**src/rtl/mem_arb_pkg.sv**
```systemverilog
// Shared types and default widths for the memory port arbiter.
//   - Default address and data widths.
//   - FSM state encoding.
//   - Owner (requester) encoding.
package mem_arb_pkg;

  localparam int unsigned DefAddrW = 14;
  localparam int unsigned DefDataW = 32;

  typedef enum logic [1:0] {
    StIdle  = 2'd0,
    StIssue = 2'd1,
    StWait  = 2'd2,
    StDone  = 2'd3
  } arb_state_e;

  typedef enum logic [1:0] {
    OwnNone = 2'd0,
    OwnLd   = 2'd1,
    OwnD    = 2'd2,
    OwnI    = 2'd3
  } owner_e;

endpackage

```
**src/rtl/arb_pick.sv**
```systemverilog
// Combinational winner selection for the memory port arbiter.
// Ports:
//   prog_mode - loader owns the RAM; CPU ports are ineligible
//   ld_req    - loader request
//   d_req     - CPU data request
//   i_req     - CPU fetch request
//   starve    - fetch has been passed over the maximum number of times
//   winner    - owner code of the selected requester (OwnNone if none)
module arb_pick
  import mem_arb_pkg::*;
(
  input  logic   prog_mode,
  input  logic   ld_req,
  input  logic   d_req,
  input  logic   i_req,
  input  logic   starve,
  output owner_e winner
);

  always_comb begin
    winner = OwnNone;
    if (prog_mode) begin
      if (ld_req) begin
        winner = OwnLd;
      end
    end else if (i_req && (starve || !d_req)) begin
      // Fetch wins when uncontested or when the starvation guard has tripped.
      winner = OwnI;
    end else if (d_req) begin
      winner = OwnD;
    end
  end

endmodule

```
**src/rtl/mem_port_arbiter.sv**
```systemverilog
// Shares one single-port synchronous RAM between the program loader (ld), the CPU data port (d)
// and the CPU fetch port (i). One access at a time: IDLE -> ISSUE -> WAIT (RAM_LAT) -> DONE.
// Ports:
//   clk, rst                       - clock, synchronous active-high reset
//   prog_mode                      - loader owns the RAM, CPU ports never granted
//   ld_req/ld_addr/ld_wdata/ld_ack - loader write port
//   d_req/d_we/d_addr/d_wdata/d_ack - CPU data port
//   i_req/i_addr/i_ack             - CPU fetch port (read only)
//   rdata                          - read data, valid in the ack cycle, held between accesses
//   ram_en/ram_we/ram_addr/ram_wdata/ram_rdata - registered RAM interface
module mem_port_arbiter
  import mem_arb_pkg::*;
#(
  parameter int unsigned ADDR_W     = DefAddrW,
  parameter int unsigned DATA_W     = DefDataW,
  parameter int unsigned RAM_LAT    = 1,
  parameter int unsigned STARVE_MAX = 4
) (
  input  logic              clk,
  input  logic              rst,
  input  logic              prog_mode,
  input  logic              ld_req,
  input  logic [ADDR_W-1:0] ld_addr,
  input  logic [DATA_W-1:0] ld_wdata,
  output logic              ld_ack,
  input  logic              d_req,
  input  logic              d_we,
  input  logic [ADDR_W-1:0] d_addr,
  input  logic [DATA_W-1:0] d_wdata,
  output logic              d_ack,
  input  logic              i_req,
  input  logic [ADDR_W-1:0] i_addr,
  output logic              i_ack,
  output logic [DATA_W-1:0] rdata,
  output logic              ram_en,
  output logic              ram_we,
  output logic [ADDR_W-1:0] ram_addr,
  output logic [DATA_W-1:0] ram_wdata,
  input  logic [DATA_W-1:0] ram_rdata
);

  localparam int unsigned WaitW   = (RAM_LAT > 1) ? $clog2(RAM_LAT) : 1;
  localparam int unsigned StarveW = $clog2(STARVE_MAX + 1);

  localparam logic [WaitW-1:0]   WaitLoad  = WaitW'(RAM_LAT - 1);
  localparam logic [StarveW-1:0] StarveMax = StarveW'(STARVE_MAX);

  arb_state_e state_q, state_d;
  owner_e     owner_q, owner_d;
  owner_e     winner;

  logic [WaitW-1:0]   wait_q, wait_d;
  logic [StarveW-1:0] starve_q, starve_d;
  logic [DATA_W-1:0]  rdata_q, rdata_d;

  logic              ram_en_q, ram_en_d;
  logic              ram_we_q, ram_we_d;
  logic [ADDR_W-1:0] ram_addr_q, ram_addr_d;
  logic [DATA_W-1:0] ram_wdata_q, ram_wdata_d;

  logic starve;
  logic grant;

  assign starve = (starve_q == StarveMax);
  // Arbitration only takes effect in IDLE; elsewhere the winner is ignored.
  assign grant  = (state_q == StIdle) && (winner != OwnNone);

  arb_pick u_arb_pick (
    .prog_mode (prog_mode),
    .ld_req    (ld_req),
    .d_req     (d_req),
    .i_req     (i_req),
    .starve    (starve),
    .winner    (winner)
  );

  // State register
  always_ff @(posedge clk) begin
    if (rst) begin
      state_q <= StIdle;
    end else begin
      state_q <= state_d;
    end
  end

  // Next-state logic
  always_comb begin
    state_d = state_q;
    unique case (state_q)
      StIdle:  if (winner != OwnNone) state_d = StIssue;
      StIssue: state_d = StWait;
      StWait:  if (wait_q == '0) state_d = StDone;
      StDone:  state_d = StIdle;
      default: state_d = StIdle;
    endcase
  end

  // Outputs: acks decoded from state and owner, so at most one is ever high.
  always_comb begin
    ld_ack    = (state_q == StDone) && (owner_q == OwnLd);
    d_ack     = (state_q == StDone) && (owner_q == OwnD);
    i_ack     = (state_q == StDone) && (owner_q == OwnI);
    rdata     = rdata_q;
    ram_en    = ram_en_q;
    ram_we    = ram_we_q;
    ram_addr  = ram_addr_q;
    ram_wdata = ram_wdata_q;
  end

  // Datapath next-state
  always_comb begin
    owner_d     = owner_q;
    wait_d      = wait_q;
    starve_d    = starve_q;
    rdata_d     = rdata_q;
    ram_en_d    = 1'b0;
    ram_we_d    = 1'b0;
    ram_addr_d  = ram_addr_q;
    ram_wdata_d = ram_wdata_q;

    if (grant) begin
      owner_d  = winner;
      ram_en_d = 1'b1;
      unique case (winner)
        OwnLd: begin
          ram_we_d    = 1'b1;
          ram_addr_d  = ld_addr;
          ram_wdata_d = ld_wdata;
        end
        OwnD: begin
          ram_we_d    = d_we;
          ram_addr_d  = d_addr;
          ram_wdata_d = d_wdata;
        end
        OwnI: begin
          ram_we_d    = 1'b0;
          ram_addr_d  = i_addr;
          ram_wdata_d = '0;
        end
        default: ;
      endcase
      // Count d grants that leave a fetch waiting; any other grant resets the streak.
      if ((winner == OwnD) && i_req) begin
        if (!starve) begin
          starve_d = starve_q + StarveW'(1);
        end
      end else begin
        starve_d = '0;
      end
    end

    if (state_q == StIssue) begin
      wait_d = WaitLoad;
    end

    if (state_q == StWait) begin
      if (wait_q == '0) begin
        // Captured on writes too; the value is simply unused then.
        rdata_d = ram_rdata;
      end else begin
        wait_d = wait_q - WaitW'(1);
      end
    end

    if (state_q == StDone) begin
      owner_d = OwnNone;
    end
  end

  always_ff @(posedge clk) begin
    if (rst) begin
      owner_q     <= OwnNone;
      wait_q      <= '0;
      starve_q    <= '0;
      rdata_q     <= '0;
      ram_en_q    <= 1'b0;
      ram_we_q    <= 1'b0;
      ram_addr_q  <= '0;
      ram_wdata_q <= '0;
    end else begin
      owner_q     <= owner_d;
      wait_q      <= wait_d;
      starve_q    <= starve_d;
      rdata_q     <= rdata_d;
      ram_en_q    <= ram_en_d;
      ram_we_q    <= ram_we_d;
      ram_addr_q  <= ram_addr_d;
      ram_wdata_q <= ram_wdata_d;
    end
  end

endmodule

```
**config.mk**
```make
export PLATFORM = sky130hd
export DESIGN_NAME = mem_port_arbiter
export DESIGN_NICKNAME = d
export VERILOG_FILES = /design/src/rtl/mem_arb_pkg.sv /design/src/rtl/arb_pick.sv /design/src/rtl/mem_port_arbiter.sv
export SDC_FILE = /design/constraint.sdc
export NUM_CORES = 1
export LEC_CHECK = 0
export CORE_MARGIN = 8
export CORE_UTILIZATION = 35
export CTS_BUF_LIST = sky130_fd_sc_hd__clkbuf_8
export DETAILED_ROUTE_END_ITERATION = 6
export GPL_TIMING_DRIVEN = 0
export PLACE_DENSITY = 0.8
export SLEW_MARGIN = 20
export SYNTH_ARGS = -nofsm -noshare
export SYNTH_HDL_FRONTEND = slang
export SYNTH_HIERARCHICAL = 1
export SYNTH_SLANG_ARGS = --single-unit
```
**constraint.sdc**
```tcl
create_clock -name clk -period 2.6 [get_ports clk]
set_clock_uncertainty 0.2 [all_clocks]
set_input_delay 0.39 -clock clk [delete_from_list [all_inputs] [get_ports clk]]
set_output_delay 0.39 -clock clk [all_outputs]
set_load 0.01 [all_outputs]
```
==> impl_metrics.env <==
export IMPL_status="completed"
export IMPL_cts_htree_levels=3
export IMPL_vias_per_cell=5.126
export IMPL_slew_viol_final=0
export IMPL_p_clk_share_pct=19.5
export IMPL_globalRouteTotalUtil_pct=19.71
export IMPL_synth_mux_area_fraction_pct=0.7759
export IMPL_crit_arrival_ps=2600
export IMPL_finalNonFillerCells=838
export IMPL_worstMarginPinSlew_ps=507.1
export IMPL_clock_latency_ps=360
export IMPL_yosysSeqAreaShare_pct=45.52
export IMPL_fin_crit_sh_pct=99.05
export IMPL_grt_max_degree=16
export IMPL_rrSetupSlack_ps=20
export IMPL_rsz0062_at_grt="true"
export IMPL_numPortBuffers=226
export IMPL_p_int_w=0.003207
export IMPL_die_height_um=121.2
export IMPL_cp_max_fo=6
export IMPL_core_area_um2=10790
export IMPL_num_vias=4296
export IMPL_final_seq_area_um2=1764
export IMPL_drc_errors=0
export IMPL_setup_viol=0
export IMPL_antenna_found_initial=0
export IMPL_max_cap_violations=0
export IMPL_row_count=38
export IMPL_synth_edf_count=0
export IMPL_ant_nets=0
export IMPL_power_frac_seq_pct=35.9
export IMPL_multi_input_area_um2=2047
export IMPL_start_util_pct=35.86
export IMPL_min_period_ps=2575
export IMPL_cts_sink_count=88
export IMPL_cp_required_ps=2620
export IMPL_whs_ps=258.9
export IMPL_dp_cells=806
export IMPL_place_area_um2=6307
export IMPL_yosys_cell_types_count=30
export IMPL_synthTopCellsByCount="88 x dfxtp_1, 69 x nand2_1, 54 x nor2_1"
export IMPL_grt_pass1_vias=4557
export IMPL_final_nets=849
export IMPL_drt_pre_antenna_iters=6
export IMPL_avgSynthCellArea_um2=8.795
export IMPL_synthesis_area_um2=3870
export IMPL_ys_seq_elements=88
export IMPL_io_pin_count=228
export IMPL_peakVddDrop_v=0.0003584
export IMPL_netSwitchingFraction_pct=34.82
export IMPL_wl_per_cell_um=18.54
export IMPL_yosys_top_cells_area="dfxtp_1 46%, a221oi_2 10%, nand2_1 6.7%"
export IMPL_syn2layout_area_growth_pct=79.08
export IMPL_die_area_um2=14680
export IMPL_startpoint_type="register"
export IMPL_synth_xor_area_share_pct=0
export IMPL_hpwlAfterDp_mm=11.65
export IMPL_wirelength_mm=15.54
export IMPL_synth_top_family_by_area="compound AO/OA/AOI/OAI gates"
export IMPL_wl_met3_mm=1.453
export IMPL_layout_drive_gt1_share_pct=16.33
export IMPL_fp_dieW_um=121.2
export IMPL_synthSimpleGateAreaFrac_pct=19.69
export IMPL_wl_met1_mm=6.008
export IMPL_async_flop_share_pct=0
export IMPL_fin_area_um2=6930
export IMPL_critPathCaptureType="register"
export IMPL_place_gp_congestion=0.7968
export IMPL_ys_flop_type="dfxtp_1"
export IMPL_cts_tree="yes"
export IMPL_p_leak_nw=2.517
export IMPL_fmax_mhz=388.3
export IMPL_wl_met2_mm=7.773
export IMPL_p_comb_share_pct=44.7
export IMPL_setup_tns_ps=0
export IMPL_cts_hold_fix_buffers=0
export IMPL_yosysWarnings=6
export IMPL_synth_compound_area_share_pct=24.22
export IMPL_hold_viol_final=0
export IMPL_hold_path_class="register to register"
export IMPL_synth_top_cell_by_area="dfxtp_1"
export IMPL_switchingPower_w=0.001714
export IMPL_routed_top_layer="met4"
export IMPL_synth_top_cell_area_share_pct=45.52
export IMPL_syn_num_nets=596
export IMPL_cts_root_buffer="clkbuf_8"
export IMPL_diodes=0
export IMPL_cts_reportedPaths_clkPinSlew_ps=90
export IMPL_grt_pass1_wl_mm=23.23
export IMPL_clockBufferDepth=2
export IMPL_synth_cells=440
export IMPL_gr_total_overflow=0
export IMPL_powerDensity_nw_per_um2=710.0
export IMPL_maxSlewHeadroom_pct=66.19
export IMPL_worst_setup_path_type="register to register"
export IMPL_cts_made_buffers=9
export IMPL_drt_initial_drc_count=193
export IMPL_synth_fa_ha_area_share_pct=3.556
export IMPL_synth_most_common_cell="dfxtp_1"
export IMPL_fillers=920
[placed cells by master, fill, tap and decap left out, drive strengths merged]
cell type      Yosys  final
bufinv             0      1
or2b               1      1
ha                11     11
nor3              35     35
nand2             69     69
o21ai              4      4
clkinv             0      2
nand4              2      2
inv                7      8
nor2b              3      3
clkinvlp           0      3
or3b               1      1
nor2              55     55
a22oi             15     15
nand2b             2      2
a221oi            31     31
nor4b              2      2
clkbuf            15     26
a211oi            16     16
and2               1      1
clkdlybuf4s50      0    226
mux2i              3      3
and4               1      1
buf               25     39
nor3b              2      2
a21oi             50     50
and3               1      1
dfxtp             88     88
[power groups by stage]
stage          Clock (W)  Combinational, W  Sequential, W
4_1_cts         0.000974           0.00201        0.00176
3_3_place_gp           0           0.00191        0.00178
5_1_grt          0.00105           0.00237        0.00180
2_1_floorplan          0          0.000864        0.00190
6_report        0.000958           0.00220        0.00177
3_5_place_dp           0           0.00196        0.00179
[through the flow]
step | power [W] | setup WS (ps) | utilization [%]
global placement | 0.003688 | -430.1 | 58.44
detailed placement | 0.003757 | -439.9 | 58.44
CTS | 0.004747 | 4.555 | 60.87
finish | 0.004921 | 24.64 | 64.21
global route | 0.005223 | -53.63 | 64.21
floorplan | 0.002765 | 110.2 | -
[state kept, by name, indices dropped and copies added (netlist names)]
signal     flops
ram_wdata     32
rdata         32
ram_addr      14
starve_q       3
owner_q        2
state_q        2
ram_en         1
ram_we         1
wait_q         1
[per-layer routing]
layer / vias up / global-route usage [%]
li1: 2064 / -
met1: 2007 / 20.31
met2: 202 / 35.61
met3: 23 / 7.957
met4: 0 / 6.399
met5: - / 0
[final timing paths]
kind,from,depth (start not counted),end
worst max-delay path,starve_q[0],13,ram_wdata[25]
worst min-delay path,rdata[23],2,rdata[23]
worst max register to register,starve_q[0],13,ram_wdata[25]
worst min register to register,rdata[23],2,rdata[23]
[worst max-delay path, cell delays in order, from the launching register on]
cell	delay (ps)
dfxtp_2	350
inv_2	80
ha_4	140
nand2_4	60
inv_2	60
nor2b_2	30
o21ai_2	230
inv_2	110
ha_4	170
or3b_4	420
buf_12	160
buf_12	140
a221oi_4	220
nor3_2	70
[layout make-up]
class	count	area share (%)
repair buffers	243	35.13
multi-input cells	305	29.54
flip-flops and latches	88	25.46
plain buffers	39	4.152
well taps	140	2.528
clock buffers	9	1.787
clock inverters	7	1.029
inverters	7	0.3791
[repair_timing]
action / in CTS / in global routing
endpoints found under the setup margin: 51 / 50
buffers inserted: 3 / 11
pin swaps: 3 / 24
gates cloned: 1 / 2
resized for setup: 12 / 51
[cells by family (layout without fill, tap and decap cells)]
| logic type | Yosys count | in the layout |
|---|---|---|
| buffers and inverters | 47 | 305 |
| AOI/OAI and AO/OA | 116 | 116 |
| adders and majority gates | 11 | 11 |
| and+or+nand+nor | 175 | 175 |
| DFF | 88 | 88 |
| muxes | 3 | 3 |
Power figures use the tool's default switching activity.
